$ cat src/rtl/recurrent_lif_array.sv
// ============================================================================
// Module   : recurrent_lif_array
// Purpose  : N leaky integrate-and-fire neurons with delayed self/ring feedback.
// Revision : 1.0 - initial release
// ============================================================================
`default_nettype none

module recurrent_lif_array #(
  parameter int N    = 4,
  parameter int W    = 8,
  parameter int RW   = 6,
  parameter int DMAX = 4,
  localparam int DW  = $clog2(DMAX + 1)
) (
  input  logic           clk,
  input  logic           reset,
  input  logic           enable,
  input  logic [N*W-1:0] external_input_current,
  input  logic [W-1:0]   threshold,
  input  logic [W-1:0]   leak,
  input  logic [W-1:0]   scale_factor,
  input  logic [RW-1:0]  refractory_period,
  input  logic [DW-1:0]  feedback_delay,
  input  logic [1:0]     feedback_mode,
  output logic [N-1:0]   spike
);

  localparam logic [DW-1:0] c_DMAX   = DW'(DMAX);
  localparam logic [1:0]    c_M_SELF = 2'd1;
  localparam logic [1:0]    c_M_RING = 2'd2;

  logic [W-1:0]  r_v [N];
  logic [RW-1:0] r_r [N];
  logic [N-1:0]  r_spike;
  // r_hist[k] holds every channel's spike flag from k enabled edges ago
  logic [N-1:0]  r_hist [1:DMAX];

  logic [DW-1:0] w_delay;
  logic [N-1:0]  w_tap;
  logic [W-1:0]  w_v_nxt [N];
  logic [RW-1:0] w_r_nxt [N];
  logic [N-1:0]  w_s_nxt;

  assign w_delay = (feedback_delay > c_DMAX) ? c_DMAX : feedback_delay;

  // Delay 0 taps the live spike register; deeper taps come from history
  always_comb begin
    w_tap = r_spike;
    for (int k = 1; k <= DMAX; k++) begin
      if (w_delay == DW'(k)) begin
        w_tap = r_hist[k];
      end
    end
  end

  generate
    for (genvar i = 0; i < N; i++) begin : g_ch
      localparam int c_PREV = (i == 0) ? (N - 1) : (i - 1);

      logic         w_src;
      logic [W-1:0] w_ext;
      logic [W-1:0] w_fb;
      logic [W:0]   w_isum;
      logic [W-1:0] w_cur;
      logic [W:0]   w_psum;
      logic [W-1:0] w_psat;
      logic [W-1:0] w_p;
      logic         w_fire;

      assign w_src  = (feedback_mode == c_M_SELF) ? w_tap[i]      :
                      (feedback_mode == c_M_RING) ? w_tap[c_PREV] : 1'b0;
      assign w_ext  = external_input_current[i*W +: W];
      assign w_fb   = w_src ? scale_factor : '0;
      assign w_isum = {1'b0, w_ext} + {1'b0, w_fb};
      assign w_cur  = w_isum[W] ? '1 : w_isum[W-1:0];
      assign w_psum = {1'b0, r_v[i]} + {1'b0, w_cur};
      assign w_psat = w_psum[W] ? '1 : w_psum[W-1:0];
      assign w_p    = (w_psat > leak) ? (w_psat - leak) : '0;
      assign w_fire = (w_p >= threshold);

      always_comb begin
        w_v_nxt[i] = '0;
        w_r_nxt[i] = '0;
        w_s_nxt[i] = 1'b0;
        if (r_r[i] != '0) begin
          w_r_nxt[i] = r_r[i] - RW'(1);
        end else if (w_fire) begin
          w_s_nxt[i] = 1'b1;
          w_r_nxt[i] = refractory_period;
        end else begin
          w_v_nxt[i] = w_p;
        end
      end
    end
  endgenerate

  always_ff @(posedge clk) begin
    if (reset) begin
      r_spike <= '0;
      for (int i = 0; i < N; i++) begin
        r_v[i] <= '0;
        r_r[i] <= '0;
      end
      for (int k = 1; k <= DMAX; k++) begin
        r_hist[k] <= '0;
      end
    end else if (enable) begin
      r_spike   <= w_s_nxt;
      r_hist[1] <= r_spike;
      for (int k = 2; k <= DMAX; k++) begin
        r_hist[k] <= r_hist[k-1];
      end
      for (int i = 0; i < N; i++) begin
        r_v[i] <= w_v_nxt[i];
        r_r[i] <= w_r_nxt[i];
      end
    end
  end

  assign spike = r_spike;

endmodule

`default_nettype wire

$ cat config.mk
export PLATFORM = sky130hd
export DESIGN_NAME = recurrent_lif_array
export DESIGN_NICKNAME = d
export VERILOG_FILES = /design/src/rtl/recurrent_lif_array.sv
export SDC_FILE = /design/constraint.sdc
export NUM_CORES = 1
export LEC_CHECK = 0
export CAP_MARGIN = 10
export CORE_MARGIN = 4
export CORE_UTILIZATION = 50
export CTS_CLUSTER_SIZE = 20
export DETAILED_ROUTE_END_ITERATION = 7
export PLACE_DENSITY = 0.67
export SETUP_SLACK_MARGIN = 0.15
export SYNTH_ARGS = -nofsm -noshare
export SYNTH_HDL_FRONTEND = slang
export SYNTH_SLANG_ARGS = --single-unit
export TNS_END_PERCENT = 20
$ cat constraint.sdc
create_clock -name clk -period 27.7 [get_ports clk]
set_clock_uncertainty 0.1 [all_clocks]
set_input_delay 6.925 -clock clk [delete_from_list [all_inputs] [get_ports clk]]
set_output_delay 6.925 -clock clk [all_outputs]
set_load 0.01 [all_outputs]
* Word-level counts from Yosys, hierarchy flattened *
Memory sizes are Yosys's and may differ from the RTL's.
Index checks and enable logic that the tools add are counted.

operators by class
  add/subtract/negate cells = 16
  $lt $le $gt $ge = 9
  equal/unequal tests = 6
  mux-type cells = 70
  bitwise gates (word level) = 12
  reductions and logical operators = 4

operators by type and width
  kind                   count
  $mux W8                28
  $add A8 B8 Y9          8
  $mux W6                12
  $ge A8 B8 Y1           4
  $gt A8 B8 Y1           4
  $mux W4                8
  $sub A8 B8 Y8          4
  $reduce_bool A6 Y1     4
  $sub A6 B1 Y6 const B  4
  $mux W1                21
  $or A1 B1 Y1           12
  $eq A3 B2 Y1 const B   2
  $eq A3 B1 Y1 const B   1
  $eq A3 B3 Y1 const B   1
  $gt A3 B3 Y1 const B   1
  $mux W3                1
  $eq A2 B1 Y1 const B   1
  $eq A2 B2 Y1 const B   1

storage, ports and cells
  register bits = 4
  RAM bits = 72
  input port bits = 70
  output and inout port bits = 4
  memories = 3

memory list
  memory  depth  width  rd ports  clocked after Yosys merged registers in  write ports  RTL line  text
  r_v     4      8      4         0                                        4            32        logic [W-1:0] r_v [N];
  r_r     4      6      4         0                                        4            33        logic [RW-1:0] r_r [N];
  r_hist  4      4      4         0                                        4            36        logic [N-1:0] r_hist [1:DMAX];

* Logic depth before layout (Yosys ltp) *
Gate-level depths: netlist of run 1.

  depth in word-level cells = 20
  depth in mapped cells = 35
  gate-level depth less buffers = 32

* Worst setup path before layout of run 1 *
OpenSTA, ideal clock, no wires.

  path type = input -> register
  start point = input port feedback_delay[1]
  end point = memory r_v[3][5] (data pin)
  library setup time = 182 ps
  arrival = 13625 ps
  required time = 27418 ps
  setup slack = 13793 ps
  stages = 32
  buffers on the path = 1
  path through = mux4_2 -> a221oi_1 -> a21oi_1 -> and2_1 -> ha_1 -> fa_1 -> a21o_1 -> a21oi_1 -> nor2b_1 -> o22ai_1 -> nand2b_1 -> ha_1 -> inv_1 -> fa_1 -> nor2b_1 -> o31a_1 -> o31ai_1 -> o2bb2ai_1 -> o21ai_1 -> ha_1 -> nor2b_1 -> o31a_1 -> o221a_2 -> o22ai_2 -> buf_4 -> nor2_1 -> ha_1 -> a211oi_1 -> o21ai_1 -> a41oi_1 -> o211ai_1 -> nor4b_1

RTL lines
  item         RTL line  text
  from (decl)  23        input logic [DW-1:0] feedback_delay,
  to (decl)    32

==> results of run 1 <==
==> critical path: cells and delay by family <==
kind	cells	cell delay [ps]
muxes	1	570
buffers and inverters	2	680
and+or+nand+nor	8	1440
AOI/OAI and AO/OA	15	4260
adders and majority gates	7	1740
==> final timing paths <==
path	startpoint	end	slack (ps)	cells after the start
setup / recovery	feedback_delay[1]	r_v[3][5]$_SDFFCE_PP0P_	12080	33
hold / removal	spike[2]$_SDFFE_PP0P_	spike[2]$_SDFFE_PP0P_	400	2
setup reg to reg	r_hist[0][14]$_SDFFCE_PN0P_	r_v[3][5]$_SDFFCE_PP0P_	18930	32
hold reg to reg	spike[2]$_SDFFE_PP0P_	spike[2]$_SDFFE_PP0P_	400	2
==> per-layer routing <==
metal | up-vias | track usage [%] | part of all wire, %
met5 | - | 0 | 0
met4 | 0 | 6.88 | 1.9
met3 | 24 | 2.99 | 6.3
met2 | 211 | 34.9 | 43
met1 | 3525 | 32.7 | 49
li1 | 3933 | - | -
==> state kept, by name, indices dropped and copies added, names as in the netlist <==
name / count
r_r: 24
r_v: 32
spike: 4
r_hist: 16
==> metrics by stage <==
stage | total power, mW | instances | hold slack (ps)
after global placement | 0.549 | 1283 | 404
after floorplan | 0.459 | 1000 | 400
after detailed placement | 0.552 | 1283 | 396
after CTS | 0.682 | 1299 | 406
after global routing | 0.741 | 1299 | 452
final | 0.683 | 1299 | 399
==> where the power goes <==
group	switching (mW)	internal, mW
Sequential	0.00710	0.137
Clock	0.0485	0.0790
Combinational	0.239	0.172
==> logic make-up after synthesis <==
logic type               Yosys count  synth area share [%]
AO/OA/AOI/OAI                    297                  23.3
XOR/XNOR                          40                  3.95
AND/OR/NAND/NOR                  360                  21.3
flip-flops                        76                  25.3
multiplexers                       5                  1.13
adder cells (fa/ha/maj)          148                  21.9
buffers and inverters             74                  3.20
==> synthesized netlist by cell type (7+ instances only) <==
cell,instances
and2_1,50
xor2_1,22
a21o_1,18
o21a_1,34
nand4_1,13
inv_1,54
xnor2_1,18
edfxtp_1,72
nand2b_1,17
clkbuf_1,14
o31a_1,7
a21oi_1,38
o31ai_1,17
o21ai_0,24
a211oi_1,28
nand3_1,13
nor4_1,12
ha_1,136
nor3_1,39
o211ai_1,7
o21bai_1,8
nor2_1,86
o21ai_1,47
nand2_1,59
o32ai_1,12
fa_1,12
nor2b_1,35
==> area by class of cell <==
cell class,instances,area (sq um),share of cell area (%)
Multi-Input combinational cell,850,6340,62.5
Sequential cell,76,2240,22.1
Timing Repair Buffer,75,746,7.35
Tap cell,225,282,2.78
Clock buffer,10,229,2.26
Inverter,57,214,2.11
Clock inverter,6,90.1,0.888
==> out/metrics.yaml, run 1 <==
outcome: "complete, no violations"
p_per_area_nw_per_um2: 67.3
cts.sinks: 76
fmax_mhz: 64.0
slowest_stage: "clkdlybuf4s50_1"
io_pins: 74
grt_usage_pct: 22.5
initial_utilization_pct: 51.1
rows: 48
cp-end-kind: "flip-flop"
htreeDepth: 3
setup_viol: 0
clk-insertion-delay-late_ps: 350
die-area_sq_um: 19900
final_cell_area_sq_um: 10100
yosys_warnings: 0
path_class: "in2reg"
synthCells: 1000
worst_slack_ps: 12080
synth_seq_cells: 76
avgSynthCellArea_sq_um: 8.87
worst-slew-pin-transition_ps: 1040
wl_per_cell_um: 17.2
cp_data_required_time_ps: 27720
grt_pass1_vias: 7222
drc_errors: 0
synth_edf_count: 72
final_util_pct: 58.4
layout_common_cells: "136 x ha_1, 86 x nor2_1, 73 x clkdlybuf4s50_1, 72 x edfxtp_1, 59 x nand2_1"
fillerInstances: 1588
die_y_um: 141
place_ws_ps: 11680
routed_wl_mm: 22.3
max-clock-path-buffers: 2
via_per_inst: 5.92
antenna_cells: 0
synth_fp_nets: 1218
clk_pin_slew_ps: 60
slew_headroom_pct: 30.1
grt_pass1_wl_mm: 36.2
cp_max_fo: 16
grt_start_max_net_pins: 39
vias: 7693
ys_seq_area_share_pct: 25.3
fin_nets: 1287
synth_area_leaders: "edfxtp_1 24%, ha_1 19%, nor2_1 3.6%, and2_1 3.5%, o21a_1 2.9%"
die_w_um: 141
rsz0062_at_grt: "no"
antenna_found_initial: 0
synthDistinctLibCells: 72
core_area_sq_um: 17400
synth_area_sq_um: 8870
synthArstFlopShare_pct: 0
synth_area_leader_cell: "edfxtp_1"
numCtsBuffers: 9
hp-class: "reg2reg"
yosys.area.top_type_share_pct: 24.4
grt.overflow.total: 0
cts_resized: 0
post-route-period-util_pct: 56.4
drv_cap: 0
cts_setup_buffers: 0
first_iter_violations: 502
firstDrtPassIters: 5
setup-tns-final_ps: 0
area_delta_synth_final_pct: 14.4
layout-drive-gt1-share_pct: 3.63
peakVddDrop_uv: 40.8
cp.arrival_ps: 15650
dp_hpwl_mm: 17.9
ant_nets: 0
slowest_delay_ps: 610
placedInstanceArea_sq_um: 9830
ys.flop_type: "edfxtp_1"
root_buffer: "clkbuf_16"
maxSlewViolCount: 0
final_common_cell: "ha_1"
cts_hold_buf: 0
cp-start-kind: "primary input"
min_period_ps: 15620
gp_congestion: 0.900
power_leakage_nw: 4.27
portBuffers: 73
hold_viol: 0
cts_tree: "built"
No activity file was read; power rests on OpenSTA's default activity.
==> run 2, diff against run 1 <==
Clock period 27.7 ns to 16.25 ns, I/O delays scaled along.
==> out/metrics.yaml, run 2 (synthesized netlist as in run 1, its figures left out) <==
portBuffers: 73  # unchanged
cp.arrival_ps: 12830  # -2820 ps
die-area_sq_um: 19900  # unchanged
initial_utilization_pct: 51.1  # unchanged
fmax_mhz: 78.0
holdPathStages: 2  # unchanged
maxSlewViolCount: 0  # unchanged
min_to: "spike[2]$_SDFFE_PP0P_"
die_w_um: 141  # unchanged
rsz0062_at_grt: "no"
firstDrtPassIters: 4  # -1
final_util_pct: 58.2  # -0.24 points
setup-tns-final_ps: 0  # unchanged
fin_nets: 1287  # unchanged
grt_start_max_net_pins: 39  # unchanged
grt_pass1_vias: 7158  # -0.89%
rows: 48  # unchanged
first_iter_violations: 384  # -24%
cp-start-kind: "primary input"
outcome: "complete, no violations"
dp_hpwl_mm: 17.8  # -0.51%
antenna_cells: 0  # unchanged
drc_errors: 0  # unchanged
grt_usage_pct: 22.4  # -0.15 points
multi_input_area_sq_um: 6340  # unchanged
cts_resized: 0  # unchanged
cp-end-kind: "flip-flop"
die_y_um: 141  # unchanged
drv_cap: 0  # unchanged
cts.sinks: 76  # unchanged
reg_top3: "r_v x32, r_r x24, r_hist x16"
io_pins: 74  # unchanged
min_period_ps: 12810
worstHoldStart: "spike[2]$_SDFFE_PP0P_"
clk_pin_slew_ps: 60  # about the same
final_common_cell: "ha_1"
gp_congestion: 0.899  # about the same
clk-insertion-delay-late_ps: 350  # about the same
finalPower_mw: 1.14  # +66%
slowest_stage: "clkdlybuf4s50_1"
antenna_found_initial: 0  # unchanged
setup_viol: 0  # unchanged
cts_hold_buf: 0  # unchanged
hp-class: "reg2reg"
hold_viol: 0  # unchanged
via_per_inst: 5.95  # +0.42%
largest_register_ffs: 32  # unchanged
cp_max_fo: 16  # unchanged
numCtsBuffers: 9  # unchanged
power_leakage_nw: 4.25  # -0.40%
slew_headroom_pct: 30.7  # +0.53 points
p_per_area_nw_per_um2: 112  # +67%
r2r_start: "r_hist[0][14]$_SDFFCE_PN0P_"
cts_setup_buffers: 0  # unchanged
max-clock-path-buffers: 2  # unchanged
area_delta_synth_final_pct: 14.0
cts_tree: "built"
root_buffer: "clkbuf_16"
ant_nets: 0  # unchanged
grt_pass1_wl_mm: 35.9  # -0.71%
peakVddDrop_uv: 55.4  # +36%
r2r_cells: 32  # unchanged
timing.reg2reg.setup_slack_ps: 7440  # -11490 ps
layout-drive-gt1-share_pct: 3.72  # +0.093 points
htreeDepth: 3  # unchanged
final-seq-area_sq_um: 2240  # unchanged
final_cell_area_sq_um: 10100  # -0.41%
fillerInstances: 1584  # -0.25%
worst-slew-pin-transition_ps: 1030  # -7.84 ps
grt.overflow.total: 0  # unchanged
placedInstanceArea_sq_um: 9830  # unchanged
post-route-period-util_pct: 78.9
fin_hold_ws_ps: 415  # +15.1 ps
max_flop_register: "r_v"
wl_per_cell_um: 17.2  # -0.13%
cp_data_required_time_ps: 16270  # -11450 ps
path_class: "in2reg"
r2r_end: "r_v[3][5]$_SDFFCE_PP0P_"
vias: 7725  # +0.42%
layout_common_cells: "136 x ha_1, 86 x nor2_1, 73 x clkdlybuf4s50_1, 72 x edfxtp_1, 59 x nand2_1"
core_area_sq_um: 17400  # unchanged
slowest_delay_ps: 610  # about the same
routed_wl_mm: 22.3  # -0.13%
-- run 2: stage by stage --
step,worst slack (ps),std cells
after global routing,2790,1299
after detailed placement,3150,1283
after CTS,3470,1299
after global placement,3120,1283
final,3440,1299
after floorplan,5210,1000
-- run 2: layout make-up --
class | instances | share of cell area (%)
Multi-Input combinational cell | 850 | 62.8
Timing Repair Buffer | 75 | 7.38
Tap cell | 225 | 2.79
Inverter | 57 | 2.12
Clock buffer | 9 | 2.23
Sequential cell | 76 | 22.2
Clock inverter | 7 | 0.520
-- run 2: worst max-delay path by stage --
stage / start / endpoint / slack [ps] / cells past startpoint
after floorplan: feedback_delay[1] / r_v[3][5]$_SDFFCE_PP0P_ / 5210 / 32
after global placement: feedback_delay[1] / r_v[3][5]$_SDFFCE_PP0P_ / 3120 / 32
after detailed placement: feedback_delay[1] / r_v[3][5]$_SDFFCE_PP0P_ / 3150 / 33
after CTS: feedback_delay[1] / r_v[3][5]$_SDFFCE_PP0P_ / 3470 / 33
after global routing: feedback_delay[1] / r_v[3][5]$_SDFFCE_PP0P_ / 2790 / 33
final: feedback_delay[1] / r_v[3][5]$_SDFFCE_PP0P_ / 3440 / 33
-- run 2: report_power, final --
group / total (mW) / switching [mW] / internal, mW
clock: 0.191 / 0.0864 / 0.104
combinational: 0.700 / 0.407 / 0.293
sequential: 0.245 / 0.0119 / 0.234
-- run 2: worst max-delay path, delay by kind of cell --
kind	cells	cell delay, ps
AOI/OAI and AO/OA	15	4270
adders and majority gates	7	1760
buffers and inverters	2	680
muxes	1	560
and+or+nand+nor	8	1490
-- run 2: metal layers --
metal	track usage (%)	up-vias	part of all wire [%]
li1	-	3941	-
met5	0	-	0
met1	32.9	3562	49
met2	34.8	196	43
met3	2.31	26	5.2
met4	6.53	0	2.1
==> RTL change (settings of run 2) <==
Set the parameter `W` to 12 (it was 8).
--- a/src/rtl/recurrent_lif_array.sv
+++ b/src/rtl/recurrent_lif_array.sv
@@ -7,7 +7,7 @@
 
 module recurrent_lif_array #(
   parameter int N    = 4,
-  parameter int W    = 8,
+  parameter int W    = 12,
   parameter int RW   = 6,
   parameter int DMAX = 4,
   localparam int DW  = $clog2(DMAX + 1)
Interface: changed (resized external_input_current, leak, scale_factor and threshold); port bits go from 74 to 102. No check against the original RTL was run, so the function may have changed too.
==> RTL change against run 2 <==
Setup slack worse by 2.0 ns. Via count grew 39%. Design area increased by 35%. Total power rose by 21%. Sequential cell count rose by 16. Synthesized area increased by 34%. Count of clock-buffer cells in the layout is 1 higher. Synthesized cell count rose by 42%. Hold slack gained 0.029 ns. Register-to-register slack worse by 1.9 ns. Largest cell class unchanged. Wire length grew 51%. Highest routed layer is now met5.
==> RTL change: results (changes against run 2) <==
stage;metric;value;unit;change
power;seq-power;0.293;mW;+20%
global_routing;grt_pass1_wl;52.9;mm;+47%
global_routing;grt_max_degree;89;;+130%
sta;max-slew-margin-rel;22.3;%;-8.4 points
route;highest_layer;met5;;
clock_tree;clock_latency;0.36;ns;
synthesis;ys_types;63;;-13%
setup_path;reg2reg_depth;39;;+22%
clock_tree;ctsHoldBuffers;0;;unchanged
place;io_buffers;101;;+38%
route;wl_met3;2.11;mm;+81%
synthesis;synthTopCellsByArea;edfxtp_1 22%, ha_1 21%, nor2_1 5.1%;;
synthesis;synth-seq-area-share;22.9;%;-2.4 points
place;gp_congestion;0.933;;+3.8%
synthesis;netlist_instances;1419;;+42%
synthesis;synth_common_cells;202 x ha_1, 162 x nor2_1, 114 x nand2_1;;
clock_tree;clk_pin_slew;0.07;ns;
cells_and_area;n_fill_cell;2209;;+39%
route;met2WireLength;14.7;mm;+53%
run_status;status;finished, final reports clean;;
place;dpl_cell_area;13300;um2;+35%
route;wl_met1;16.1;mm;+46%
route;first_pass_iters;5;;+1
global_routing;grt_use_met1;36.4;%;+3.5 points
power;p_sw_share;43.9;%;-0.59 points
setup_path;critPathMaxFanout;13;;-3
route;viasPerCell;5.82;;-2.1%
global_routing;grt_pass1_vias;10400;;+45%
min_path;hold_start;spike[1]$_SDFFE_PP0P_;;
min_path;hold_depth;1;;-1
power;p_leak;6.10;nW;+43%
power;ir_drop;0.0000609;V;+10%
global_routing;met3_usage;3.53;%;+1.2 points
min_path;hold_end;spike[1]$_SDFFE_PP0P_;;
power;p_comb;0.844;mW;+21%
synthesis;synth_nets;1731;;+42%
global_routing;antenna_found_initial;2;;+2
setup_path;reg2reg_to;r_v[0][7]$_SDFFCE_PP0P_;;
route;first_iter_violations;957;;+150%
power;total_power;1.37;mW;+21%
cells_and_area;layout-drive-gt1-share;2.63;%;-1.1 points
synthesis;syn_area;11900;um2;+34%
route;vias;10700;;+39%
sta;whs;0.444;ns;+0.0290 ns
synthesis;yosys_warnings;0;;unchanged
setup_path;crit_path_max_incr_delay;0.74;ns;+0.13 ns
global_routing;use_met2;40.0;%;+5.2 points
place;dp_hpwl;26.6;mm;+49%
global_routing;grtUsageTotal;25.2;%;+2.8 points
cells_and_area;multi_input_area;8790;um2;+39%
setup_path;cp.arrival;14.88;ns;+2.05 ns
cells_and_area;top_regs;r_v: 48 flops, r_r: 24 flops, r_hist: 16 flops;;
route;post_drt_wl_per_cell;18.3;um;+6.7%
setup_path;reg2reg_slack;5.51;ns;-1.93 ns
setup_path;cpMaxStageDelayCell;or4b_1;;
synthesis;synth-edff-count;88;;+22%
place;place_ws;1.23;ns;-1.92 ns
[RTL change: changes by cell type after synthesis, moves of 32 or more]
cell,delta
o21ai_1,-45
nor2_1,+76
xnor2_1,+32
ha_1,+66
o21ai_0,+63
a21oi_1,+43
nand2_1,+55
[RTL change: how the worst max path moves through the flow]
| stage | slack, ns | endpoint | cells past startpoint |
|---|---|---|---|
| floorplan | 3.40 | r_v[3][0]$_SDFFCE_PP0P_ | 42 |
| global placement | 1.62 | r_v[0][1]$_SDFFCE_PP0P_ | 40 |
| detailed placement | 1.23 | r_v[0][7]$_SDFFCE_PP0P_ | 40 |
| CTS | 1.58 | r_v[0][7]$_SDFFCE_PP0P_ | 40 |
| global route | 0.75 | r_v[0][6]$_SDFFCE_PP0P_ | 42 |
| finish | 1.47 | r_v[0][7]$_SDFFCE_PP0P_ | 40 |
[RTL change: layout make-up]
cell class	instances	area share (%)
Multi-Input combinational cell	1227	64.7
Sequential cell	92	20.0
Timing Repair Buffer	109	7.88
Tap cell	319	2.94
Inverter	76	2.11
Clock buffer	10	1.68
Clock inverter	6	0.690
[RTL change: cell families (layout without fill, tap and decap cells)]
| group | after synthesis | after routing | synth area share (%) |
|---|---|---|---|
| XOR/XNOR | 88 | 88 | 6.48 |
| buffers and inverters | 100 | 201 | 3.17 |
| flip-flops | 92 | 92 | 22.9 |
| multiplexers | 15 | 15 | 1.37 |
| adder cells (fa/ha/maj) | 214 | 214 | 23.3 |
| AND/OR/NAND/NOR | 529 | 529 | 21.8 |
| AO/OA/AOI/OAI | 381 | 381 | 21.1 |
[RTL change: worst max-delay path: cells and delay by family]
family                   cells  cell delay, ns
AO/OA/AOI/OAI               18            5.08
adder cells (fa/ha/maj)      7            1.94
buffers and inverters        3            0.79
multiplexers                 2            0.87
AND/OR/NAND/NOR             10            2.13
